`src/rtl/sram_axi_pkg.sv`:
```
// sram_axi_pkg: shared FSM encoding, AXI constants and size mapping for sram_axi_master
package sram_axi_pkg;
    typedef enum logic [2:0] {IDLE, RADDR, RDATA, WREQ, WRESP} state_t;
    localparam logic [1:0] BURST_INCR = 2'b01;
    localparam logic [1:0] RESP_OKAY = 2'b00;
    function automatic logic [2:0] axi_size(input logic [1:0] s);
        return (s == 2'd3) ? 3'b010 : {1'b0, s};
    endfunction
endpackage

```
`src/rtl/sram_axi_master.sv`:
```
// sram_axi_master: single-outstanding bridge from sram-like req/addr_ok/data_ok to single-beat AXI3 reads/writes
module sram_axi_master
    import sram_axi_pkg::*;
#(
    parameter logic [3:0] ID = 4'd0
) (
    input  logic        aclk,
    input  logic        rst,
    input  logic        req,
    input  logic        wr,
    input  logic [1:0]  size,
    input  logic [31:0] addr,
    input  logic [3:0]  wstrb,
    input  logic [31:0] wdata,
    output logic        addr_ok,
    output logic        data_ok,
    output logic [31:0] rdata,
    output logic        err,
    output logic [3:0]  arid,
    output logic [31:0] araddr,
    output logic [7:0]  arlen,
    output logic [2:0]  arsize,
    output logic [1:0]  arburst,
    output logic [1:0]  arlock,
    output logic [3:0]  arcache,
    output logic [2:0]  arprot,
    output logic        arvalid,
    input  logic        arready,
    input  logic [3:0]  rid,
    input  logic [31:0] axi_rdata,
    input  logic [1:0]  rresp,
    input  logic        rlast,
    input  logic        rvalid,
    output logic        rready,
    output logic [3:0]  awid,
    output logic [31:0] awaddr,
    output logic [7:0]  awlen,
    output logic [2:0]  awsize,
    output logic [1:0]  awburst,
    output logic [1:0]  awlock,
    output logic [3:0]  awcache,
    output logic [2:0]  awprot,
    output logic        awvalid,
    input  logic        awready,
    output logic [3:0]  wid,
    output logic [31:0] axi_wdata,
    output logic [3:0]  axi_wstrb,
    output logic        wlast,
    output logic        wvalid,
    input  logic        wready,
    input  logic [3:0]  bid,
    input  logic [1:0]  bresp,
    input  logic        bvalid,
    output logic        bready
);
    state_t state, next;
    logic [31:0] addr_q, wdata_q;
    logic [1:0]  size_q;
    logic [3:0]  wstrb_q;
    logic        aw_done, w_done;
    logic        unused_ok;
    logic        r_hs, b_hs, aw_fin, w_fin;

    assign unused_ok = ^{rid, rlast, bid, rresp[0], bresp[0]};

    assign addr_ok = state == IDLE;
    assign arvalid = state == RADDR;
    assign rready  = state == RDATA;
    assign awvalid = state == WREQ && !aw_done;
    assign wvalid  = state == WREQ && !w_done;
    assign bready  = state == WRESP;
    assign r_hs    = rready && rvalid;
    assign b_hs    = bready && bvalid;
    assign aw_fin  = aw_done || awready;
    assign w_fin   = w_done || wready;

    assign arid    = ID;
    assign awid    = ID;
    assign wid     = ID;
    assign araddr  = addr_q;
    assign awaddr  = addr_q;
    assign arsize  = axi_size(size_q);
    assign awsize  = axi_size(size_q);
    assign arlen   = 8'd0;
    assign awlen   = 8'd0;
    assign arburst = BURST_INCR;
    assign awburst = BURST_INCR;
    assign arlock  = 2'd0;
    assign awlock  = 2'd0;
    assign arcache = 4'd0;
    assign awcache = 4'd0;
    assign arprot  = 3'd0;
    assign awprot  = 3'd0;
    assign axi_wdata = wdata_q;
    assign axi_wstrb = wstrb_q;
    assign wlast   = 1'b1;

    always_comb begin
        next = state;
        case (state)
            IDLE:    next = req ? (wr ? WREQ : RADDR) : IDLE;
            RADDR:   next = arready ? RDATA : RADDR;
            RDATA:   next = rvalid ? IDLE : RDATA;
            WREQ:    next = (aw_fin && w_fin) ? WRESP : WREQ;
            WRESP:   next = bvalid ? IDLE : WRESP;
            default: next = IDLE;
        endcase
    end

    always_ff @(posedge aclk or posedge rst) begin
        if (rst) begin
            state   <= IDLE;
            addr_q  <= '0;
            wdata_q <= '0;
            size_q  <= '0;
            wstrb_q <= '0;
            aw_done <= 1'b0;
            w_done  <= 1'b0;
            data_ok <= 1'b0;
            err     <= 1'b0;
            rdata   <= '0;
        end else begin
            state   <= next;
            // done flags only live inside WREQ, so they are clear on every entry
            aw_done <= state == WREQ && aw_fin;
            w_done  <= state == WREQ && w_fin;
            data_ok <= r_hs || b_hs;
            err     <= r_hs ? rresp[1] : b_hs && bresp[1];
            if (r_hs)
                rdata <= axi_rdata;
            if (state == IDLE && req) begin
                addr_q  <= addr;
                wdata_q <= wdata;
                size_q  <= size;
                wstrb_q <= wstrb;
            end
        end
    end
endmodule

```
`config.mk`:
```
export PLATFORM = sky130hd
export DESIGN_NAME = sram_axi_master
export DESIGN_NICKNAME = d
export VERILOG_FILES = /design/src/rtl/sram_axi_pkg.sv /design/src/rtl/sram_axi_master.sv
export SDC_FILE = /design/constraint.sdc
export NUM_CORES = 1
export LEC_CHECK = 0
export ABC_CLOCK_PERIOD_IN_PS = 5000
export CAP_MARGIN = 20
export CORE_MARGIN = 2
export CORE_UTILIZATION = 35
export CTS_CLUSTER_SIZE = 16
export DETAILED_ROUTE_END_ITERATION = 8
export PLACE_DENSITY = 0.74
export SYNTH_ARGS = -nofsm -noshare
export SYNTH_HDL_FRONTEND = slang
export SYNTH_SLANG_ARGS = --single-unit
```
`constraint.sdc`:
```
create_clock -name aclk -period 5 [get_ports aclk]
set_clock_uncertainty 0.15 [all_clocks]
set_input_delay 0.75 -clock aclk [delete_from_list [all_inputs] [get_ports aclk]]
set_output_delay 0.75 -clock aclk [all_outputs]
set_load 0.03 [all_outputs]
```
# After elaboration in Yosys (flattened, before gate mapping)
# Index checks and enable logic that the tools add are counted.
[word_totals]
reg_bits = 109
input_bits = 124
elab_cells = 39
output_inout_bits = 197
[op_classes]
eq_ne = 5
reduce_logical = 15
n_mux = 9
[op_table]
columns = ["op", "n"]
rows = [
  ["one-hot mux 3 bit (5 select lines)", 1],
  ["2-to-1 mux 2 bit", 5],
  ["logical AND 1 bit", 9],
  ["equality test 3 x 2 -> 1 bit, second input constant", 2],
  ["2-to-1 mux 3 bit", 2],
  ["equality test 3 x 1 -> 1 bit, second input constant", 1],
  ["equality test 3 bit, second input constant", 1],
  ["zero test 3 bit", 1],
  ["logical OR 1 bit", 3],
  ["equality test 2 bit, second input constant", 1],
  ["zero test 1 bit", 2],
  ["2-to-1 mux 1 bit", 1],
]

# Longest topological paths before layout
# Gate-level depths: netlist of the first run.
[logic_depth]
depth_word = 4
ltp_mapped = 6
depth_no_buf = 3

# Worst setup path before layout of the first run
# OpenSTA, ideal clock, no wires.
[synth_path]
path_type = "register to output"
from = "reg state[0]"
to = "out arvalid"
slack_ps = 2802
required_time_ps = 4100
n_path_buf = 1
arrival_ps = 1298
stages_incl_launch_ff = 3
path_cell_list = "dfrtp_1 > buf_2 > nor3b_1"
[synth_between]
elab_chain_len = 1
[synth_lines]
columns = ["item", "line_no", "rtl"]
rows = [
  ["start, declared", "sram_axi_master.sv:56", "state_t state, next;"],
  ["start signal, assigned", "sram_axi_master.sv:123", "state <= next;"],
  ["equality test 3 x 1 -> 1 bit", "sram_axi_master.sv:67", "assign arvalid = state == RADDR;"],
  ["end, declared", "sram_axi_master.sv:27", "output logic arvalid,"],
]
# No other way between the ends.

# Final worst setup path of the first run
[layout_path]
from = "reg state[2]"
to = "out wvalid"
[layout_between]
elab_chain_len = 2
[layout_lines]
columns = ["item", "line_no", "rtl"]
rows = [
  ["equality test 3 x 2 -> 1 bit", "sram_axi_master.sv:70", "assign wvalid = state == WREQ && !w_done;"],
  ["logical AND 1 bit", "sram_axi_master.sv:70", ""],
  ["end, declared", "sram_axi_master.sv:49", "output logic wvalid,"],
]
# No other way between the ends.

==> results of run 1 <==
worst reg2reg max path, cell delays in order, from the launching register on:
cell     delay (ps)
dfrtp_1         510
nor4b_4         980
buf_4           440
mux2_2          370
final cells by class:
| cell class | instances | area, sq um | area share, % |
|---|---|---|---|
| Sequential cell | 109 | 2730 | 35.6 |
| Timing Repair Buffer | 261 | 2610 | 34.1 |
| Multi-Input combinational cell | 184 | 1810 | 23.7 |
| Tap cell | 184 | 230 | 3.00 |
| Clock buffer | 10 | 229 | 2.99 |
| Clock inverter | 3 | 40.0 | 0.522 |
| Inverter | 2 | 10.0 | 0.131 |
per-layer routing:
metal	wire length, um	global-route usage (%)	vias to the layer above
met4	164	4.40	0
li1	-	-	1459
met5	0	0	-
met2	5550	22.3	155
met1	4630	16.9	1515
met3	899	4.80	13
logic make-up after synthesis:
family | synth area share [%]
flops | 52.3
buf+inv | 16.9
mux | 27.1
simple gates | 2.95
compound gates | 0.623
other cells | 0.144
layout by cell type, fill, tap and decap left out:
master	instances
mux2_4	68
mux2_1	30
and3b_1	1
a21o_1	1
nor3_1	2
nand2_1	1
bufinv_16	1
nand2b_1	1
nor2_1	7
inv_4	1
o21bai_1	1
nand3b_1	4
nor4b_4	1
inv_1	1
nor2b_1	2
mux2_2	4
clkbuf_16	9
a21oi_1	2
nor4bb_4	1
buf_12	1
conb_1	53
mux2i_1	1
dfrtp_1	109
o211ai_1	1
clkinv_2	2
nor3b_1	3
clkdlybuf4s50_1	256
buf_4	4
clkbuf_1	1
path summary, 6_finish.rpt:
kind / startpoint / to / slack, ps / depth (start not counted)
worst max-delay path: state[2] / wvalid / 2070 / 3
worst min-delay path: rdata[4] / rdata[4] / 330 / 1
worst max register to register: state[2] / axi_wdata[14] / 2440 / 3
worst min register to register: rdata[4] / rdata[4] / 330 / 1
max in group asynchronous: rst / araddr[8] / 2870 / 3
min in group asynchronous: rst / rdata[2] / 780 / 2
flip-flops by register name, indices dropped and copies added (netlist names):
register and cells:
state 3, axi_wdata 32, rdata 32, axi_wstrb 4
size_q 2, err 1, araddr 32, aw_done 1
data_ok 1, w_done 1
where the power goes:
part	switching, W	internal, W	total [W]
clock network	0.000289	0.000378	0.000668
registers	0.000318	0.00133	0.00164
logic	0.00180	0.00166	0.00346
total	0.00241	0.00337	0.00578
metrics by stage:
step / std cells / total power (W) / hold WS, ps / utilization (%)
global route: 753 / 0.00603 / 359 / 52.7
detailed placement: 740 / 0.00515 / 325 / 50.9
finish: 753 / 0.00578 / 334 / 52.7
floorplan: 398 / 0.00400 / 324 / -
CTS: 753 / 0.00585 / 341 / 52.7
global placement: 740 / 0.00510 / 317 / 50.9
==> impl_metrics.json, run 1 <==
{
  "outcome": "complete, no violations",
  "grt_pass1_wl_um": 17200,
  "cts_made_buffers": 9,
  "max_slew_margin_pct": 28.6,
  "rows": 44,
  "critPathMaxFanout": 10,
  "yosysMostFrequentCell": "dfrtp_1",
  "max_stage_delay_ps": 720,
  "cp.required_ps": 4100,
  "grt_max_degree": 71,
  "worst_pin_slew_ps": 1070,
  "timing.final.crit_period_ps": 2930,
  "yosysTopAreaCellShare_pct": 52.3,
  "synth_cells": 347,
  "synth_cell_types": 26,
  "dr.first_iter.drc_count": 45,
  "netlist_area_sq_mm": 0.00522,
  "synthFlopType": "dfrtp_1",
  "place_area_sq_mm": 0.00739,
  "yosysWarnings": 0,
  "initial_core_util_pct": 35.9,
  "period_share_pct": 58.6,
  "worstSkewPairLatency_ps": 340,
  "cts_resized": 0,
  "max-vdd-ir-drop_mv": 0.364,
  "fin_nets": 691,
  "cts_tree": "yes",
  "die_h_um": 126,
  "area_growth_pct": 46.8,
  "hold_viol": 0,
  "die_w_um": 126,
  "synth_edf_count": 0,
  "leakagePower_nw": 3.35,
  "setup_viol": 0,
  "cts_buffer_depth": 2,
  "postLayoutSetupSlackWorst_ps": 2070,
  "cts_hold_buf": 0,
  "crit_type": "register to output pin",
  "antenna_found_initial": 0,
  "cp_cell_sequence": "nand3b_1 -> nor2_1 -> clkdlybuf4s50_1",
  "via_count": 3142,
  "cp-end-kind": "output pin",
  "root_buffer": "clkbuf_16",
  "diodes": 0,
  "synth_largest_area_cell": "dfrtp_1",
  "first_pass_iters": 4,
  "antenna_left": 0,
  "grt_usage_pct": 13.6,
  "crit_buf_inv": 1,
  "final.setup.tns_ps": 0,
  "gr-total-overflow": 0,
  "clk_pin_slew_ps": 60,
  "finalInstanceArea_sq_mm": 0.00766,
  "ctsHtreeMaxLevel": 3,
  "dp_slack_ps": 1770,
  "cpLargestDelayFamily": "buffers and inverters",
  "rsz0062_at_grt": "no",
  "arrival_ps": 2030,
  "yosysSeqAreaShare_pct": 52.3,
  "drive_gt1_share_pct": 16.2,
  "synth_top_cells_by_area": "dfrtp_1 52%, mux2_4 20%, buf_4 13%",
  "nFillCells": 1221,
  "startpoint_type": "register",
  "io_pins": 321,
  "route.detailed.wl_per_inst_um": 14.9,
  "core_sq_mm": 0.0145,
  "cpMaxStageDelayCell": "clkdlybuf4s50_1",
  "cts_setup_buffers": 0,
  "avgViaCountPerCell": 4.17,
  "die-area_sq_mm": 0.0159,
  "cap_violations": 0,
  "ys_ff_latch": 109,
  "drt-total-wl_um": 11200,
  "hpwl_um": 8670,
  "remaining_drc_errors": 0,
  "final_max_slew_viol_count": 0,
  "fmax_mhz": 342,
  "synth_commonest_cells": "109 x dfrtp_1, 88 x buf_4, 68 x mux2_4, 30 x mux2_1",
  "numClockSinks": 109,
  "port_buffers": 256,
  "power.density_mw_per_mm2": 754,
  "async_flop_share_pct": 100,
  "hold_path.class": "register to register",
  "avgSynthCellArea_sq_um": 15.0,
  "grt_pass1_vias": 3236,
  "place_congestion": 0.783
}
Power figures use the tool's default switching activity.
==> inputs of run 2 (changes only) <==
Settings changed: ABC_CLOCK_PERIOD_IN_PS 5000 to 2800.
Clock period 5 ns to 2.8 ns, I/O delays scaled along.
==> run 2 against run 1 <==
Net effect:
- critical path type unchanged
- worst hold slack better by 3.7 ps
- die area is the same
- clock power is 110% higher
- total power rose by 83%
- wire length is 3.7% higher
- register-to-register slack lost 1600 ps
- final area is 1.1% higher
- setup slack worse by 1900 ps
==> impl_metrics.json, run 2 (synthesized netlist as in run 1, its figures left out) <==
{
  "arrival_ps": 2060,
  "stdcell_count": 756,
  "period_share_pct": 93.9,
  "fin_total_pwr_w": 0.0106,
  "crit_type": "register to output pin",
  "cap_violations": 0,
  "max-vdd-ir-drop_mv": 0.642,
  "multi_input_area_sq_mm": 0.00181,
  "avgViaCountPerCell": 4.21,
  "ctsHtreeMaxLevel": 3,
  "place_congestion": 0.772,
  "nFillCells": 1235,
  "grt_pass1_vias": 3298,
  "fmax_mhz": 380,
  "cp-end-kind": "output pin",
  "numClockSinks": 109,
  "io_pins": 321,
  "remaining_drc_errors": 0,
  "rsz0062_at_grt": "no",
  "max_slew_margin_pct": 52.9,
  "worst_pin_slew_ps": 707,
  "cts_made_buffers": 9,
  "drt-total-wl_um": 11700,
  "max_stage_delay_ps": 710,
  "cts_hold_buf": 0,
  "timing.final.crit_period_ps": 2630,
  "core_sq_mm": 0.0145,
  "power.density_mw_per_mm2": 1360,
  "rows": 44,
  "first_pass_iters": 4,
  "layout_common_cells": "256 x clkdlybuf4s50_1, 108 x dfrtp_1, 68 x mux2_4, 53 x conb_1, 30 x mux2_1",
  "crit_buf_inv": 1,
  "area_growth_pct": 48.4,
  "outcome": "complete, no violations",
  "r2r-start": "state[2]",
  "die_h_um": 126,
  "cts_tree": "yes",
  "dp.cells": 741,
  "final_common_cell": "clkdlybuf4s50_1",
  "fin_nets": 692,
  "antenna_left": 0,
  "seqCellArea_sq_mm": 0.00273,
  "route.detailed.wl_per_inst_um": 15.4,
  "antenna_found_initial": 0,
  "via_count": 3184,
  "startpoint_type": "register",
  "crit_start": "state[0]",
  "initial_core_util_pct": 35.9,
  "hpwl_um": 8920,
  "critPathMaxFanout": 10,
  "die_w_um": 126,
  "hold_path_startpoint": "rdata[14]",
  "grt_max_degree": 57,
  "final_max_slew_viol_count": 0,
  "cpLargestDelayFamily": "buffers and inverters",
  "hold_viol": 0,
  "grt_usage_pct": 14.6,
  "gr-total-overflow": 0,
  "leakagePower_nw": 3.38,
  "worstSkewPairLatency_ps": 330,
  "cp_cell_sequence": "nand3b_1 -> nor2_1 -> clkdlybuf4s50_1",
  "cp.required_ps": 2230,
  "hold_path.class": "register to register",
  "diodes": 0,
  "die-area_sq_mm": 0.0159,
  "final.setup.tns_ps": 0,
  "clk_pin_slew_ps": 70,
  "root_buffer": "clkbuf_16",
  "drive_gt1_share_pct": 16.6,
  "cpMaxStageDelayCell": "clkdlybuf4s50_1",
  "port_buffers": 256,
  "dr.first_iter.drc_count": 96,
  "grt_pass1_wl_um": 18200,
  "fin_util_pct": 53.3,
  "cts_setup_buffers": 0,
  "setup_viol": 0,
  "cts_buffer_depth": 2
}
[run 2: cell types whose count changed in the layout (fill, tap and decap cells not counted)]
cell	delta
clkinv_2	-2
dfrtp_2	+1
clkbuf_1	+1
clkinvlp_4	+2
dfrtp_1	-1
buf_12	+1
bufinv_16	+2
inv_4	-1
[run 2: what timing repair did]
| item | 4_1_cts | 5_1_grt |
|---|---|---|
| setup endpoints to repair | 0 | 1 |
| resized for setup | 0 | 1 |
| endpoints found under the hold margin | 0 | 0 |
[run 2: path summary, 6_finish.rpt]
check                                 to  slack, ps  cells past startpoint
setup / recovery                  wvalid        170                      3
hold / removal                 rdata[14]        340                      1
setup reg to reg           axi_wdata[14]        870                      4
hold reg to reg                rdata[14]        340                      1
max in group asynchronous       state[1]       1470                      3
min in group asynchronous  axi_wdata[20]        490                      3
[run 2: final cells by class]
type                       count  area share [%]
sequential                   109            35.2
timing repair buffer         262            34.0
multi-input combinational    184            23.4
clock buffer                  11            3.00
tap                          184            2.97
clock inverter                 4            1.26
inverter                       2           0.145
[run 2: metal layers]
layer	GRT usage, %	vias to the layer above	share of wire [%]
met5	0	-	0
met4	5.69	0	1.5
met3	4.42	13	8.2
met2	23.9	165	50
met1	18.0	1540	41
li1	-	1466	-
[run 2: where the power goes]
group	internal (W)	switching, W
clock network	0.000870	0.000542
registers	0.00237	0.000552
logic	0.00297	0.00325
[run 2: worst reg2reg max path: stages (launching register included)]
cell     delay (ps)
dfrtp_1         360
buf_4           170
nor4b_4         420
buf_12          320
mux2_2          400
[run 2: through the flow]
| step | cell area, sq um | hold WS [ps] | setup WS, ps |
|---|---|---|---|
| after floorplan | 5420 | 324 | 915 |
| after global placement | 7420 | 317 | 514 |
| after detailed placement | 7420 | 327 | 456 |
| after CTS | 7750 | 343 | 129 |
| after global routing | 7750 | 360 | 11.1 |
| final | 7750 | 338 | 171 |
==> inputs of run 3 (changes only) <==
Settings changed: RECOVER_POWER from default to 50.
==> run 3 against run 2 <==
Net effect:
- critical path type unchanged
- first-iteration DRC count is 8.3% lower
- register-to-register slack lost 560 ps
- global-route usage unchanged
- critical endpoint unchanged
- largest cell class unchanged
- largest power group unchanged
- die area unchanged
==> impl_metrics.json, run 3 (synthesized netlist as in run 1, its figures left out) <==
{
  "leakagePower_nw": 3.28,
  "ctsHtreeMaxLevel": 3,
  "clk_pin_slew_ps": 70,
  "die_w_um": 126,
  "rows": 44,
  "port_buffers": 256,
  "cts_buffer_depth": 2,
  "crit_buf_inv": 1,
  "final_common_cell": "clkdlybuf4s50_1",
  "drive_gt1_share_pct": 11.0,
  "crit_type": "register to output pin",
  "root_buffer": "clkbuf_16",
  "r2r_end": "axi_wdata[14]",
  "period_share_pct": 94.1,
  "whs_ps": 333,
  "fmax_mhz": 379,
  "cp-end-kind": "output pin",
  "place_congestion": 0.772,
  "timing.final.crit_period_ps": 2640,
  "die-area_sq_mm": 0.0159,
  "startpoint_type": "register",
  "setup_viol": 0,
  "worst_pin_slew_ps": 1380,
  "remaining_drc_errors": 0,
  "combPwrFrac_pct": 57.7,
  "cpLargestDelayFamily": "buffers and inverters",
  "hpwl_um": 8920,
  "drt-total-wl_um": 11600,
  "initial_core_util_pct": 35.9,
  "cts_tree": "yes",
  "power.density_mw_per_mm2": 1340,
  "hold_path_depth": 1,
  "swShare_pct": 42.1,
  "io_pins": 321,
  "gr-total-overflow": 0,
  "r2r-start": "state[2]",
  "switching_power_w": 0.00429,
  "layout_common_cells": "224 x clkdlybuf4s50_1, 108 x dfrtp_1, 62 x mux2_1, 53 x conb_1, 36 x mux2_4",
  "hold_path.class": "register to register",
  "dr.first_iter.drc_count": 88,
  "sequentialPowerShare_pct": 28.4,
  "cp_cell_sequence": "nand3b_1 -> nor2_1 -> clkdlybuf4s50_1",
  "critPathMaxFanout": 10,
  "cts_hold_buf": 0,
  "final_max_slew_viol_count": 0,
  "core_sq_mm": 0.0145,
  "rsz0062_at_grt": "no",
  "grt_pass1_wl_um": 18200,
  "area_growth_pct": 45.4,
  "fin_util_pct": 52.2,
  "worstSkewPairLatency_ps": 330,
  "fin_nets": 692,
  "power_frac_clock_pct": 13.9,
  "p_int_w": 0.00589,
  "numClockSinks": 109,
  "max_stage_delay_ps": 710,
  "final.setup.tns_ps": 0,
  "cp.required_ps": 2230,
  "hold_path_startpoint": "rdata[11]",
  "outcome": "complete, no violations",
  "die_h_um": 126,
  "first_pass_iters": 4,
  "arrival_ps": 2070,
  "grt_max_degree": 57,
  "cts_made_buffers": 9,
  "avgViaCountPerCell": 4.19,
  "hold_viol": 0,
  "cap_violations": 0,
  "hold-path-endpoint": "rdata[11]",
  "max-vdd-ir-drop_mv": 0.619,
  "grt_usage_pct": 14.6,
  "grt_pass1_vias": 3298,
  "cpMaxStageDelayCell": "clkdlybuf4s50_1",
  "reg2reg_depth": 4,
  "antenna_found_initial": 0,
  "max_slew_margin_pct": 8.27,
  "diodes": 0,
  "antenna_left": 0,
  "route.detailed.wl_per_inst_um": 15.4,
  "rrSetupSlack_ps": 310,
  "via_count": 3169
}
==> run 3: worst max path at each step <==
stage	to	depth (start not counted)	slack, ps	start
final	wvalid	3	160	state[0]
after global routing	awvalid	3	10	state[0]
after CTS	wvalid	3	130	state[0]
after detailed placement	rdata[30]	4	460	rvalid
after global placement	rdata[29]	4	510	rvalid
after floorplan	araddr[0]	1	910	rst
==> run 3: power groups by stage <==
stage	combinational [W]	clock (W)	sequential, W
2_1_floorplan	0.00283	0	0.00432
3_3_place_gp	0.00621	0	0.00291
3_5_place_dp	0.00627	0	0.00293
4_1_cts	0.00628	0.00146	0.00294
5_1_grt	0.00612	0.00153	0.00302
6_report	0.00587	0.00141	0.00289
==> run 3: layout make-up <==
class / instances / area [sq um]
Multi-Input combinational cell: 184 / 1690
Timing Repair Buffer: 262 / 2600
Tap cell: 184 / 230
Fill cell: 1262 / 6940
Sequential cell: 109 / 2730
Inverter: 2 / 11.3
Clock inverter: 4 / 97.6
Clock buffer: 11 / 233
==> run 3: routing by layer <==
layer  global-route usage (%)  vias to the layer above  part of all wire [%]
li1                         -                     1465                     -
met1                     18.0                     1526                    41
met2                     23.9                      165                    50
met3                     4.42                       13                   8.2
met4                     5.69                        0                   1.5
met5                        0                        -                     0
==> run 3: per-stage QoR <==
stage          std cells  instance area, sq um  setup slack, ps  power, W
2_1_floorplan        398                  5420              915   0.00715
3_3_place_gp         741                  7420              514   0.00912
3_5_place_dp         741                  7420              456   0.00920
4_1_cts              756                  7750              129    0.0107
5_1_grt              756                  7590             11.1    0.0107
6_report             756                  7590              165    0.0102
==> run 3: timing repair <==
| action | CTS | global route |
|---|---|---|
| buffers inserted | 0 | 0 |
| gates resized for setup | 0 | 1 |
| setup endpoints to repair | 0 | 1 |
